`src/rtl/text_pkg.sv`:
```
// text_pkg: shared geometry, control codes and FSM states for the text buffer.
package text_pkg;
    localparam int COLS = 32;
    localparam int ROWS = 4;
    localparam int X0 = 192;
    localparam int Y0 = 208;
    localparam int CELL_W = 8;
    localparam int CELL_H = 16;
    localparam int CELLS = COLS * ROWS;
    localparam logic [7:0] BS = 8'h08;
    localparam logic [7:0] LF = 8'h0A;
    localparam logic [7:0] CR = 8'h0D;
    localparam logic [7:0] FF = 8'h0C;
    localparam logic [6:0] SPACE = 7'h20;
    localparam logic [1:0] ST_IDLE = 2'd0;
    localparam logic [1:0] ST_CLEAR = 2'd1;
    localparam logic [1:0] ST_SCROLL = 2'd2;
    typedef enum logic [1:0] {
        IDLE = ST_IDLE,
        CLEAR = ST_CLEAR,
        SCROLL = ST_SCROLL
    } state_e;
endpackage

```
`src/rtl/text_ram.sv`:
```
// text_ram: 128x7 cell store; port A comb read + sync write for the FSM,
// port B sync read for the display (returns the pre-write value on a collision).
module text_ram (
    input  logic       clk,
    input  logic       we,
    input  logic [6:0] wr_addr,
    input  logic [6:0] wr_data,
    input  logic [6:0] rd_addr_a,
    output logic [6:0] rd_data_a,
    input  logic [6:0] rd_addr_b,
    output logic [6:0] rd_data_b
);
    logic [6:0] mem [128];
    assign rd_data_a = mem[rd_addr_a];
    always_ff @(posedge clk) begin
        if (we) mem[wr_addr] <= wr_data;
        rd_data_b <= mem[rd_addr_b];
    end
endmodule

```
`src/rtl/text_buffer_ctrl.sv`:
```
// text_buffer_ctrl: character terminal buffer with clear/scroll FSM and a
// one-cycle pixel-to-character display lookup.
module text_buffer_ctrl #(
    parameter int COLS = text_pkg::COLS,
    parameter int ROWS = text_pkg::ROWS,
    parameter int X0 = text_pkg::X0,
    parameter int Y0 = text_pkg::Y0
) (
    input  logic       clk,
    input  logic       rst_n,
    input  logic [7:0] rx_data,
    input  logic       rx_valid,
    output logic       rx_ready,
    input  logic [9:0] x,
    input  logic [9:0] y,
    output logic [6:0] ascii_code,
    output logic [4:0] cursor_col,
    output logic [1:0] cursor_row,
    output logic       busy
);
    import text_pkg::*;
    localparam logic [9:0] XL = 10'(X0);
    localparam logic [9:0] XH = 10'(X0 + COLS * CELL_W);
    localparam logic [9:0] YL = 10'(Y0);
    localparam logic [9:0] YH = 10'(Y0 + ROWS * CELL_H);
    state_e state;
    logic [6:0] cnt, cur, wr_addr, wr_data, rd_data_a, rd_addr_b, rd_data_b;
    logic we, accept, printable, in_win, win_q;
    assign rx_ready = state == IDLE;
    assign busy = state != IDLE;
    assign cursor_row = cur[6:5];
    assign cursor_col = cur[4:0];
    assign accept = rx_ready && rx_valid;
    assign printable = rx_data >= 8'h20 && rx_data <= 8'h7E;
    // Row-major linear index makes col/row wrap and backspace plain +/-1.
    always_comb begin
        we = 1'b0;
        wr_addr = cnt;
        wr_data = SPACE;
        if (state == CLEAR) we = 1'b1;
        else if (state == SCROLL) begin
            we = 1'b1;
            wr_data = cnt <= 7'd95 ? rd_data_a : SPACE;
        end else if (accept && printable) begin
            we = 1'b1;
            wr_addr = cur;
            wr_data = rx_data[6:0];
        end else if (accept && rx_data == BS && cur != 7'd0) begin
            we = 1'b1;
            wr_addr = cur - 7'd1;
        end
    end
    always_ff @(posedge clk or negedge rst_n) begin
        if (!rst_n) begin
            state <= CLEAR;
            cnt <= 7'd0;
            cur <= 7'd0;
            win_q <= 1'b0;
        end else begin
            win_q <= in_win;
            if (state != IDLE) begin
                cnt <= cnt == 7'd127 ? 7'd0 : cnt + 7'd1;
                if (cnt == 7'd127) state <= IDLE;
            end else if (accept) begin
                if (printable) begin
                    cur <= cur == 7'd127 ? 7'd96 : cur + 7'd1;
                    if (cur == 7'd127) state <= SCROLL;
                end else if (rx_data == LF || rx_data == CR) begin
                    cur <= {cur[6:5] == 2'd3 ? 2'd3 : cur[6:5] + 2'd1, 5'd0};
                    if (cur[6:5] == 2'd3) state <= SCROLL;
                end else if (rx_data == BS && cur != 7'd0) begin
                    cur <= cur - 7'd1;
                end else if (rx_data == FF) begin
                    cur <= 7'd0;
                    state <= CLEAR;
                end
            end
        end
    end
    assign in_win = x >= XL && x < XH && y >= YL && y < YH;
    assign rd_addr_b = {2'((y - YL) >> 4), 5'((x - XL) >> 3)};
    assign ascii_code = win_q ? rd_data_b : SPACE;
    text_ram u_ram (
        .clk(clk),
        .we(we),
        .wr_addr(wr_addr),
        .wr_data(wr_data),
        .rd_addr_a(cnt + 7'd32),
        .rd_data_a(rd_data_a),
        .rd_addr_b(rd_addr_b),
        .rd_data_b(rd_data_b)
    );
endmodule

```
`config.mk`:
```
export PLATFORM = sky130hd
export DESIGN_NAME = text_buffer_ctrl
export DESIGN_NICKNAME = d
export VERILOG_FILES = /design/src/rtl/text_pkg.sv /design/src/rtl/text_ram.sv /design/src/rtl/text_buffer_ctrl.sv
export SDC_FILE = /design/constraint.sdc
export NUM_CORES = 1
export LEC_CHECK = 0
export ABC_CLOCK_PERIOD_IN_PS = 9000
export CORE_UTILIZATION = 40
export DETAILED_ROUTE_END_ITERATION = 16
export MAX_ROUTING_LAYER = met4
export PLACE_DENSITY_LB_ADDON = 0.2
export SYNTH_ARGS = -nofsm -noshare
export SYNTH_HDL_FRONTEND = slang
export SYNTH_HIERARCHICAL = 1
export SYNTH_SLANG_ARGS = --single-unit
```
`constraint.sdc`:
```
create_clock -name clk -period 9 [get_ports clk]
set_clock_uncertainty 0.05 [all_clocks]
set_input_delay 0.9 -clock clk [delete_from_list [all_inputs] [get_ports clk]]
set_output_delay 0.9 -clock clk [all_outputs]
set_load 0.01 [all_outputs]
```
==> impl_metrics.py, run 1 <==
metrics = {
    "routing": {
        "post_drt_via_cell_ratio": 6.30,
        "dr_total_vias": 22249,
        "drc": 0,
        "drtIter0Drc": 2354,
        "routed_wirelength_um": 118000,
        "wl_per_cell_um": 33.4,
        "ant_nets": 0,
        "drt-pass1-iter-count": 5,
    },
    "power": {
        "switching_power_mw": 1.85,
        "switching_share_pct": 20.7,
        "seq_power_share_pct": 51.9,
        "peakVddDrop_v": 0.000132,
        "power_density_nw_per_um2": 184,
        "power.leakage_nw": 15.3,
        "p_comb_share_pct": 3.3,
        "p_int_mw": 7.09,
        "pwr-share-clk_pct": 44.8,
    },
    "timing": {
        "setup-tns-final_ps": 0,
        "max_slew_margin_pct": 13.5,
        "holdWs_ps": 438,
        "rsz0062_at_grt": "no",
        "final.min_clock_period_ps": 5730,
        "hold_viol": 0,
        "slew_viol_final": 0,
        "tightest_slew_ps": 1300,
        "finalSetupViolCount": 0,
        "clock.fmax_mhz": 174,
        "fin_crit_sh_pct": 63.7,
        "setup_ws_ps": 3270,
    },
    "cts": {
        "cts_resized": 0,
        "clock_latency_ps": 680,
        "cts_tree": "built",
        "numCtsBuffers": 97,
        "clock-root-buffer": "clkbuf_16",
        "post_cts_buffers": 0,
        "clkSinkCount": 920,
        "clockBufferDepth": 3,
        "cts_hold_buf": 0,
        "htreeDepth": 3,
        "path_clk_slew_ps": 60,
    },
    "global_routing": {
        "antenna_found_initial": 3,
        "grt_max_degree": 138,
        "grt.overflow.total": 0,
        "grt_pass1_wl_um": 171000,
        "grt_pass1_vias": 23008,
        "grt.total_usage_pct": 22.4,
    },
    "finish": {
        "nets": 2084,
        "drive_above_1_share_pct": 38.5,
        "syn_to_final_growth_pct": 11.9,
        "fillers": 8878,
        "stdcell_count": 3530,
    },
    "critical_path": {
        "critPathBufInv": 2,
        "worst-path-max-fanout": 14,
        "cpMaxStageDelayCell": "nor2_1",
        "cp-start-kind": "primary input",
        "arrival_ps": 5960,
        "crit_chain": "clkdlybuf4s50_1, nand4_1, o221ai_1, nor2_1, nor3_1, a211oi_2, nand4_1, buf_4, nor2_1",
        "worst_setup_path_end_kind": "flip-flop",
        "cp.required_ps": 9230,
        "reg2reg_slack_ps": 3500,
        "cp_top_family": "simple AND/OR/NAND/NOR gates",
        "critical_path_class": "primary input to flip-flop",
        "max_stage_delay_ps": 890,
    },
    "yosys": {
        "syn_inst": 2020,
        "syn_area_sq_um": 43400,
        "ys_seq_elements": 920,
        "avgSynthCellArea_sq_um": 21.5,
        "yosysWarnings": 6,
        "synthFlopType": "edfxtp_1",
        "synth.distinct_cells": 61,
        "yosysSeqAreaShare_pct": 63.3,
        "async_reset_ff_share_pct": 1.85,
        "syn_nets": 2059,
        "synth_edf_count": 896,
    },
    "die": {
        "die_w_um": 331,
        "rows": 120,
        "core_sq_um": 107000,
        "io_pins": 47,
        "die-area_sq_um": 110000,
        "initial_utilization_pct": 40.4,
        "die_height_um": 331,
    },
    "place": {
        "dp_cells": 3349,
        "io_buffer_count": 43,
        "hpwl_um": 74700,
        "routabilityCongestion": 0.893,
        "dp_slack_ps": 2760,
    },
    "flow_run": {
        "maxCapViolations": 0,
    },
    "min_path": {
        "hp-class": "flip-flop to flip-flop",
    },
    "run_status": {
        "outcome": "finished, final reports clean",
    },
}
[power by group through the flow]
stage                     clock network [mW]  registers [mW]  logic, mW
after floorplan                            0            4.73      0.191
after global placement                     0            4.73      0.296
after detailed placement                   0            4.73      0.296
after CTS                               4.09            4.64      0.297
after global routing                    4.23            4.64      0.306
final                                   4.01            4.64      0.293
[state kept, by name, summed over array words and instances (netlist names)]
register,cells
cur,7
u_ram/mem,896
state,2
cnt,7
u_ram/rd_data_b,7
win_q,1
[worst register-to-register path, delay by kind of cell (launching register included)]
family                 cells  cell delay (ps)
buffers and inverters      3             1540
flip-flops                 1             1050
AO/OA/AOI/OAI              1              970
multiplexers               4             1420
[Yosys cell counts (2+ instances only)]
library cell    n  area [sq um]
nor4_1          3          18.8
a31oi_1         2          12.5
inv_1          14          52.6
o21ai_1         6          30.0
nand2b_1        3          18.8
buf_1          37           139
nor3_1         16          80.1
dfrtp_1        16           400
mux2_2         15           169
a32o_1          2          20.0
xnor2_1         6          52.6
and2_1          6          37.5
and3_1          4          25.0
nand3_1        21           105
buf_4          17           128
nand4_1         9          56.3
clkbuf_1       74           278
a21oi_1        16          80.1
o221ai_1        2          17.5
o21ai_0         8          40.0
a22o_1          7          61.3
nor2_1        134           503
buf_6           5          56.3
o211ai_1        3          22.5
buf_2          22           110
nor3b_1         3          22.5
ha_1            8           100
nand2_1        30           113
or3_1           3          18.8
edfxtp_1      896         26900
dfxtp_1         7           140
nor2b_1         9          56.3
mux4_2        588         13200
[final timing paths]
path	startpoint	cells past startpoint	endpoint
max reg2reg	cnt[0]	8	u_ram/mem[51][5]
min	state[0]	2	state[0]
max in group asynchronous	rst_n	1	cnt[2]
min in group asynchronous	rst_n	1	cur[6]
min reg2reg	state[0]	2	state[0]
max	rx_data[6]	9	u_ram/mem[47][2]
[cell families (layout without fill, tap and decap cells)]
logic type,count (synthesis),count (layout),synth area share (%)
simple gates,251,251,2.63
fa+ha+maj,8,8,0.231
buf+inv,170,276,1.77
mux,603,603,30.9
other cells,0,1,0
xor+xnor,6,6,0.121
compound gates,62,62,1.06
flops,920,920,63.3
[routing by layer]
metal  vias up  track usage [%]  wire length (um)
met5         -                -                 0
met3       163             3.65              8750
met4         0             7.07              3350
met2       940             34.7             57700
li1       8948                -                 -
met1     12198             30.4             48000
[stage by stage]
stage / area [sq um] / power [mW] / utilization [%]
after floorplan: 43400 / 4.92 / -
after global placement: 45400 / 5.03 / 42.3
after detailed placement: 45400 / 5.03 / 42.3
after CTS: 48500 / 9.03 / 45.2
after global routing: 48500 / 9.18 / 45.2
final: 48500 / 8.95 / 45.2
[cells in the final DEF, fill, tap and decap left out, types with 19 or more instances in the layout]
cell | netlist | final
clkbuf_16 | 0 | 97
nor2_1 | 134 | 134
mux4_2 | 588 | 588
clkdlybuf4s50_1 | 0 | 40
clkinv_1 | 1 | 22
nand3_1 | 21 | 19
nand2_1 | 30 | 30
buf_4 | 17 | 32
clkinv_2 | 0 | 20
edfxtp_1 | 896 | 896
[final cells by class]
class / instances / area, sq um / area share (%)
Inverter: 15 / 56.3 / 0.116
Timing Repair Buffer: 81 / 811 / 1.67
Multi-Input combinational cell: 930 / 15300 / 31.5
Antenna cell: 1 / 2.50 / 0.00515
Clock buffer: 116 / 2540 / 5.23
Tap cell: 1403 / 1760 / 3.62
Sequential cell: 920 / 27500 / 56.6
Clock inverter: 64 / 623 / 1.28
Power figures use the tool's default switching activity.
==> run 2: changes to the inputs <==
--- a/config.mk
+++ b/config.mk
@@ -5,7 +5,7 @@
 export SDC_FILE = /design/constraint.sdc
 export NUM_CORES = 1
 export LEC_CHECK = 0
-export ABC_CLOCK_PERIOD_IN_PS = 9000
+export ABC_CLOCK_PERIOD_IN_PS = 5500
 export CORE_UTILIZATION = 40
 export DETAILED_ROUTE_END_ITERATION = 16
 export MAX_ROUTING_LAYER = met4
==> constraint.sdc (replaced) <==
create_clock -name clk -period 5.5 [get_ports clk]
set_clock_uncertainty 0.05 [all_clocks]
set_input_delay 0.55 -clock clk [delete_from_list [all_inputs] [get_ports clk]]
set_output_delay 0.55 -clock clk [all_outputs]
set_load 0.01 [all_outputs]
==> run 2 against run 1 <==
  * Sequential power rose by 64%
  * Via count increased by 4.0%
  * Critical endpoint is now u_ram/mem[4][3]
  * Combinational power is 70% higher
  * Hold slack lost 150 ps
  * Power increased by 66%
  * Non-clock buffer count increased by 134
  * Setup slack got worse by 2400 ps
  * Highest routed layer unchanged
  * Clock power rose by 69%
  * First-iteration DRC count is 16% higher
  * Die area is the same
  * Critical path depth increased by 3
  * Final area up 2.8%
==> impl_metrics.py, run 2 (same netlist as run 1, synthesis figures left out) <==
metrics = {
    "run_status": {
        "outcome": "finished, final reports clean",
    },
    "timing": {
        "finalSetupViolCount": 0,
        "setup-tns-final_ps": 0,
        "clock.fmax_mhz": 215,
        "rsz0062_at_grt": "no",
        "max_slew_margin_pct": 22.6,
        "slew_viol_final": 0,
        "tightest_slew_ps": 1160,
        "fin_crit_sh_pct": 84.4,
        "hold_viol": 0,
        "final.min_clock_period_ps": 4640,
    },
    "place": {
        "dp_cells": 3483,
        "hpwl_um": 79400,
        "routabilityCongestion": 0.915,
        "io_buffer_count": 43,
    },
    "flow_run": {
        "maxCapViolations": 0,
    },
    "routing": {
        "dr_total_vias": 23138,
        "ant_nets": 0,
        "drc": 0,
        "routed_wirelength_um": 122000,
        "post_drt_via_cell_ratio": 6.30,
        "drt-pass1-iter-count": 5,
        "wl_per_cell_um": 33.2,
        "drtIter0Drc": 2722,
    },
    "die": {
        "die_w_um": 331,
        "rows": 120,
        "io_pins": 47,
        "core_sq_um": 107000,
        "initial_utilization_pct": 40.4,
        "die-area_sq_um": 110000,
        "die_height_um": 331,
    },
    "finish": {
        "final_common_cell": "edfxtp_1",
        "top_register": "u_ram/mem",
        "syn_to_final_growth_pct": 14.9,
        "largest_reg_flops": 896,
        "drive_above_1_share_pct": 41.8,
        "layout_common_cells": "896 x edfxtp_1, 588 x mux4_2, 149 x buf_4, 134 x nor2_1, 105 x clkbuf_16",
        "stdcell_count": 3671,
        "nets": 2221,
    },
    "power": {
        "seq_power_share_pct": 51.1,
        "p_comb_share_pct": 3.4,
        "pwr-share-clk_pct": 45.6,
        "power_density_nw_per_um2": 298,
        "switching_share_pct": 20.6,
        "power.leakage_nw": 16.1,
        "switching_power_mw": 3.07,
        "p_int_mw": 11.8,
        "peakVddDrop_v": 0.000265,
    },
    "global_routing": {
        "grt_pass1_vias": 23849,
        "grt.overflow.total": 0,
        "grt_pass1_wl_um": 176000,
        "antenna_found_initial": 9,
        "grt_max_degree": 129,
        "grt.total_usage_pct": 23.1,
    },
    "cts": {
        "clock_latency_ps": 680,
        "post_cts_buffers": 0,
        "cts_tree": "built",
        "clockBufferDepth": 3,
        "cts_resized": 0,
        "clkSinkCount": 920,
        "path_clk_slew_ps": 60,
        "cts_hold_buf": 0,
        "htreeDepth": 3,
        "clock-root-buffer": "clkbuf_16",
        "numCtsBuffers": 100,
    },
    "critical_path": {
        "critPathBufInv": 3,
        "arrival_ps": 4900,
        "worst_setup_path_end_kind": "flip-flop",
        "cp_top_family": "simple AND/OR/NAND/NOR gates",
        "cp-start-kind": "flip-flop",
        "critical_path_class": "flip-flop to flip-flop",
        "cpMaxStageDelayCell": "o2bb2a_1",
        "critPathMostFrequentCell": "buf_4",
        "worst-path-max-fanout": 13,
        "max_stage_delay_ps": 640,
        "cp.required_ps": 5760,
        "crit_chain": "inv_1, ha_1, nor3b_1, a2111oi_2, buf_4, nand4_1, o21ai_0, o2bb2a_1, nor2b_1, nand2_1, buf_4, nor2_1",
    },
    "min_path": {
        "hp-class": "primary input to async pin",
    },
}
==> run 2: cell count changes in the layout (fill, tap and decap cells not counted), moves of 7 or more <==
cell       previous run  this run
buf_12                7        24
buf_4                32       149
clkbuf_16            97       105
nor3_1                9        16
nor3_2                7         0
==> run 2: power groups by stage <==
stage / registers (mW) / clock network (mW) / logic, mW
3_3_place_gp: 7.74 / 0 / 0.498
6_report: 7.60 / 6.78 / 0.499
2_1_floorplan: 7.74 / 0 / 0.313
5_1_grt: 7.60 / 7.15 / 0.518
3_5_place_dp: 7.75 / 0 / 0.499
4_1_cts: 7.60 / 6.91 / 0.501
==> run 2: area by class of cell <==
class | instances | area, sq um
Tap cell | 1403 | 1760
Inverter | 15 | 56.3
Timing Repair Buffer | 215 | 2030
Antenna cell | 3 | 7.51
Fill cell | 8753 | 57500
Clock buffer | 124 | 2750
Multi-Input combinational cell | 930 | 15200
Clock inverter | 61 | 563
Sequential cell | 920 | 27500
==> run 2: final timing paths <==
kind,start,cells after the start,slack [ps],to
min in group clk,y[9],2,370,win_q
worst max-delay path,cur[0],12,860,u_ram/mem[4][3]
max in group asynchronous,rst_n,1,4490,cnt[1]
worst max register to register,cur[0],12,860,u_ram/mem[4][3]
worst min-delay path,rst_n,1,290,win_q
worst min register to register,state[0],2,440,state[0]
==> run 2: worst reg2reg max path, stage by stage (launching register included) <==
cell	delay, ps
dfrtp_1	460
inv_1	190
ha_1	250
nor3b_1	570
a2111oi_2	160
buf_4	220
nand4_1	100
o21ai_0	90
o2bb2a_1	640
nor2b_1	310
nand2_1	360
buf_4	330
nor2_1	540
==> run 2: through the flow <==
step	utilization, %	cell area (sq um)	hold slack, ps	power [mW]	worst slack (ps)
2_1_floorplan	-	43400	204	8.05	666
3_3_place_gp	43.4	46600	439	8.24	713
3_5_place_dp	43.4	46600	434	8.25	655
4_1_cts	46.5	49900	271	15.0	924
5_1_grt	46.5	49900	336	15.3	590
6_report	46.5	49900	291	14.9	857
==> run 2: routing by layer <==
layer | up-vias | wire length [um] | track usage (%) | part of all wire (%)
met1 | 12796 | 51100 | 32.2 | 42
met3 | 137 | 9670 | 4.23 | 7.9
met2 | 973 | 58700 | 35.4 | 48
li1 | 9232 | - | - | -
met5 | - | 0 | - | 0
met4 | 0 | 2350 | 5.58 | 1.9
==> RTL change (config.mk and constraints of run 1) <==
Reset style: synchronous (`rst_n`), changed in one clocked block.
--- a/src/rtl/text_buffer_ctrl.sv
+++ b/src/rtl/text_buffer_ctrl.sv
@@ -51,5 +51,5 @@
         end
     end
-    always_ff @(posedge clk or negedge rst_n) begin
+    always_ff @(posedge clk) begin
         if (!rst_n) begin
             state <= CLEAR;
Formal check against the unedited RTL: not equivalent (a bounded check fails within 4 cycles, from zero or initial values and one cycle with rst_n low).
==> RTL change against run 1 <==
- worst setup slack worse by 650 ps
- cell area up 0.21%
- register-to-register slack worse by 890 ps
- die area about the same
- synthesized area about the same
- non-clock buffer count down 2
- wire length up 2.5%
- count of clock-buffer cells in the layout up 7
- sequential cell count unchanged
- via count up 2.0%
Power is not compared: it rests on default switching activity, and its combinational part moved more than twofold at a synthesized area within 25%.
==> RTL change: results (changes against run 1) <==
Layout
  – Max reg flops: 896 (unchanged)
  – Biggest register: u_ram/mem
  – Antenna cells: 0 (-1)
  – Post-layout net count: 2111 (+1.3%)
  – Layout cells sized above 1: 37.7% (-0.76 points)

Power
  – Pwr per Cell Area: 193 mW/mm^2
  – Static Leak: 13.8 nW
  – Peak supply drop: 150 uV
  – Pint: 7.34 mW

Global routing
  – First-pass GRT wire length: 172 mm (+0.87%)
  – Largest net degree at the start of global routing: 97 (-30%)
  – Total track usage: 22.7% (+0.37 points)
  – Vias in the first global route: 23232 (+0.97%)

Min path
  – Tightest Hold Check Type: flip-flop to flip-flop
  – Hold Path Origin: state[1]

Placed design
  – Placed Area: 0.0454 mm^2 (about the same)
  – Setup WS pre-CTS: 2320 ps (-438 ps)
  – Final GP Congestion: 0.872 (-2.3%)
  – PortBufs: 43 (unchanged)
  – HPWL Detailed: 76.6 mm (+2.6%)

Clock tree
  – CTS HTree Levels: 3 (unchanged)
  – Longest Clk Path Bufs: 3 (unchanged)
  – Root Buffer: clkbuf_16
  – Post-cts sizing count: 0 (unchanged)
  – Clock latency on the worst-skew pair: 670 ps
  – Number of setup buffers added after CTS: 0 (unchanged)
  – CTS Buf Count: 98 (+1.0%)
  – Worst-path clk slew: 60 ps (about the same)

Synthesis
  – Top cells by instance count after synthesis: 896 x edfxtp_1, 588 x mux4_2, 149 x nor2_1, 77 x clkbuf_1, 36 x buf_1
  – Fraction of registers with async set/reset: 0% (-1.8 points)
  – Synth Area in Compound Gates: 1.05% (-0.0094 points)
  – Synth Area in Adders: 0.230% (about the same)
  – Yosys warnings: 6 (unchanged)
  – Seq/Total Area, Yosys: 63.1% (-0.25 points)
  – Top_reg_cell synth: edfxtp_1
  – Post-Synth XOR/XNOR Area: 0.121% (about the same)
  – Main combinational cell family by area after synthesis: multiplexers
  – Synth area leaders: edfxtp_1 62%, mux4_2 30%, nor2_1 1.3%
  – Proportion of synthesized area in mux cells: 30.9% (about the same)
  – Post-synth EDFFs: 896 (unchanged)

STA
  – Fin crit period: 6390 ps (+652 ps)
  – Worst rel slew slack: 8.10% (-5.4 points)

Setup path
  – Reg-to-Reg End: u_ram/mem[71][1]
  – Worst flop-to-flop path startpoint: cur[0]
  – CP max FO: 11 (-3)
  – Critical Path AT: 6620 ps (+660 ps)
  – Worst R2R Path Depth: 11 (+3)
  – FF-to-FF setup slack: 2610 ps (-890 ps)
  – Setup CP Type: flip-flop to flip-flop

Routing
  – Initial DRC Count: 2924 (+24%)
  – Via density: 6.38 (+1.3%)
  – Final WL: 121 mm (+2.5%)

Outcome
  – Status: finished clean
[RTL change: cell types whose count changed after synthesis, moves of 5 or more]
cell | run 1 | this run
o21ai_0 | 8 | 14
o21ai_1 | 6 | 1
nor2_1 | 134 | 149
dfrtp_1 | 16 | 0
nand3_1 | 21 | 16
dfxtp_1 | 7 | 24
nand2_1 | 30 | 35
[RTL change: how the worst min path moves through the flow]
stage	endpoint	cells after the start	slack, ps
detailed placement	state[1]	2	430
CTS	state[1]	2	440
global route	state[1]	2	470
finish	state[1]	2	450
floorplan	state[1]	2	410
global placement	state[1]	2	420
[RTL change: per-layer routing]
metal | GRT usage (%) | vias to the layer above | wire length [um] | part of all wire, %
met3 | 3.09 | 158 | 8690 | 7.2
li1 | - | 9049 | - | -
met5 | - | - | 0 | 0
met1 | 32.1 | 12520 | 51100 | 42
met2 | 34.7 | 977 | 57800 | 48
met4 | 6.65 | 0 | 3140 | 2.6
[RTL change: worst max-delay path, cell delays in order (launching register included)]
cell,delay (ps)
dfxtp_1,550
inv_1,170
ha_1,300
or3b_4,290
nor4_4,50
or4_1,710
or2_1,390
mux2i_1,160
a22oi_1,1060
nand4_1,940
buf_4,500
nor2_1,790
[RTL change: area by class of cell]
class	count	area, um^2
multi-input cells	959	15400
inverters	14	52.6
repair buffers	79	758
well taps	1403	1760
clock buffers	123	2650
fillers	8871	58700
clock inverters	58	622
flip-flops and latches	920	27400
[RTL change: per-stage QoR]
stage / std cells / utilization [%] / total power, mW
final: 3556 / 45.3 / 9.38
after detailed placement: 3375 / 42.3 / 5.36
after global routing: 3556 / 45.3 / 9.63
after CTS: 3556 / 45.3 / 9.46
after floorplan: 2048 / - / 5.15
after global placement: 3375 / 42.3 / 5.36
[RTL change: power groups by stage]
stage                     Combinational (mW)  Clock (mW)  Sequential (mW)
final                                  0.591        4.11             4.68
after global routing                   0.615        4.34             4.68
after CTS                              0.595        4.19             4.68
after detailed placement               0.594           0             4.77
after global placement                 0.594           0             4.77
after floorplan                        0.413           0             4.74
[RTL change: logic make-up after synthesis]
family | count (synthesis)
AOI/OAI and AO/OA | 66
buffers and inverters | 169
DFF | 920
xor gates and xnor gates | 6
and+or+nand+nor | 274
muxes | 605
adders and majority gates | 8
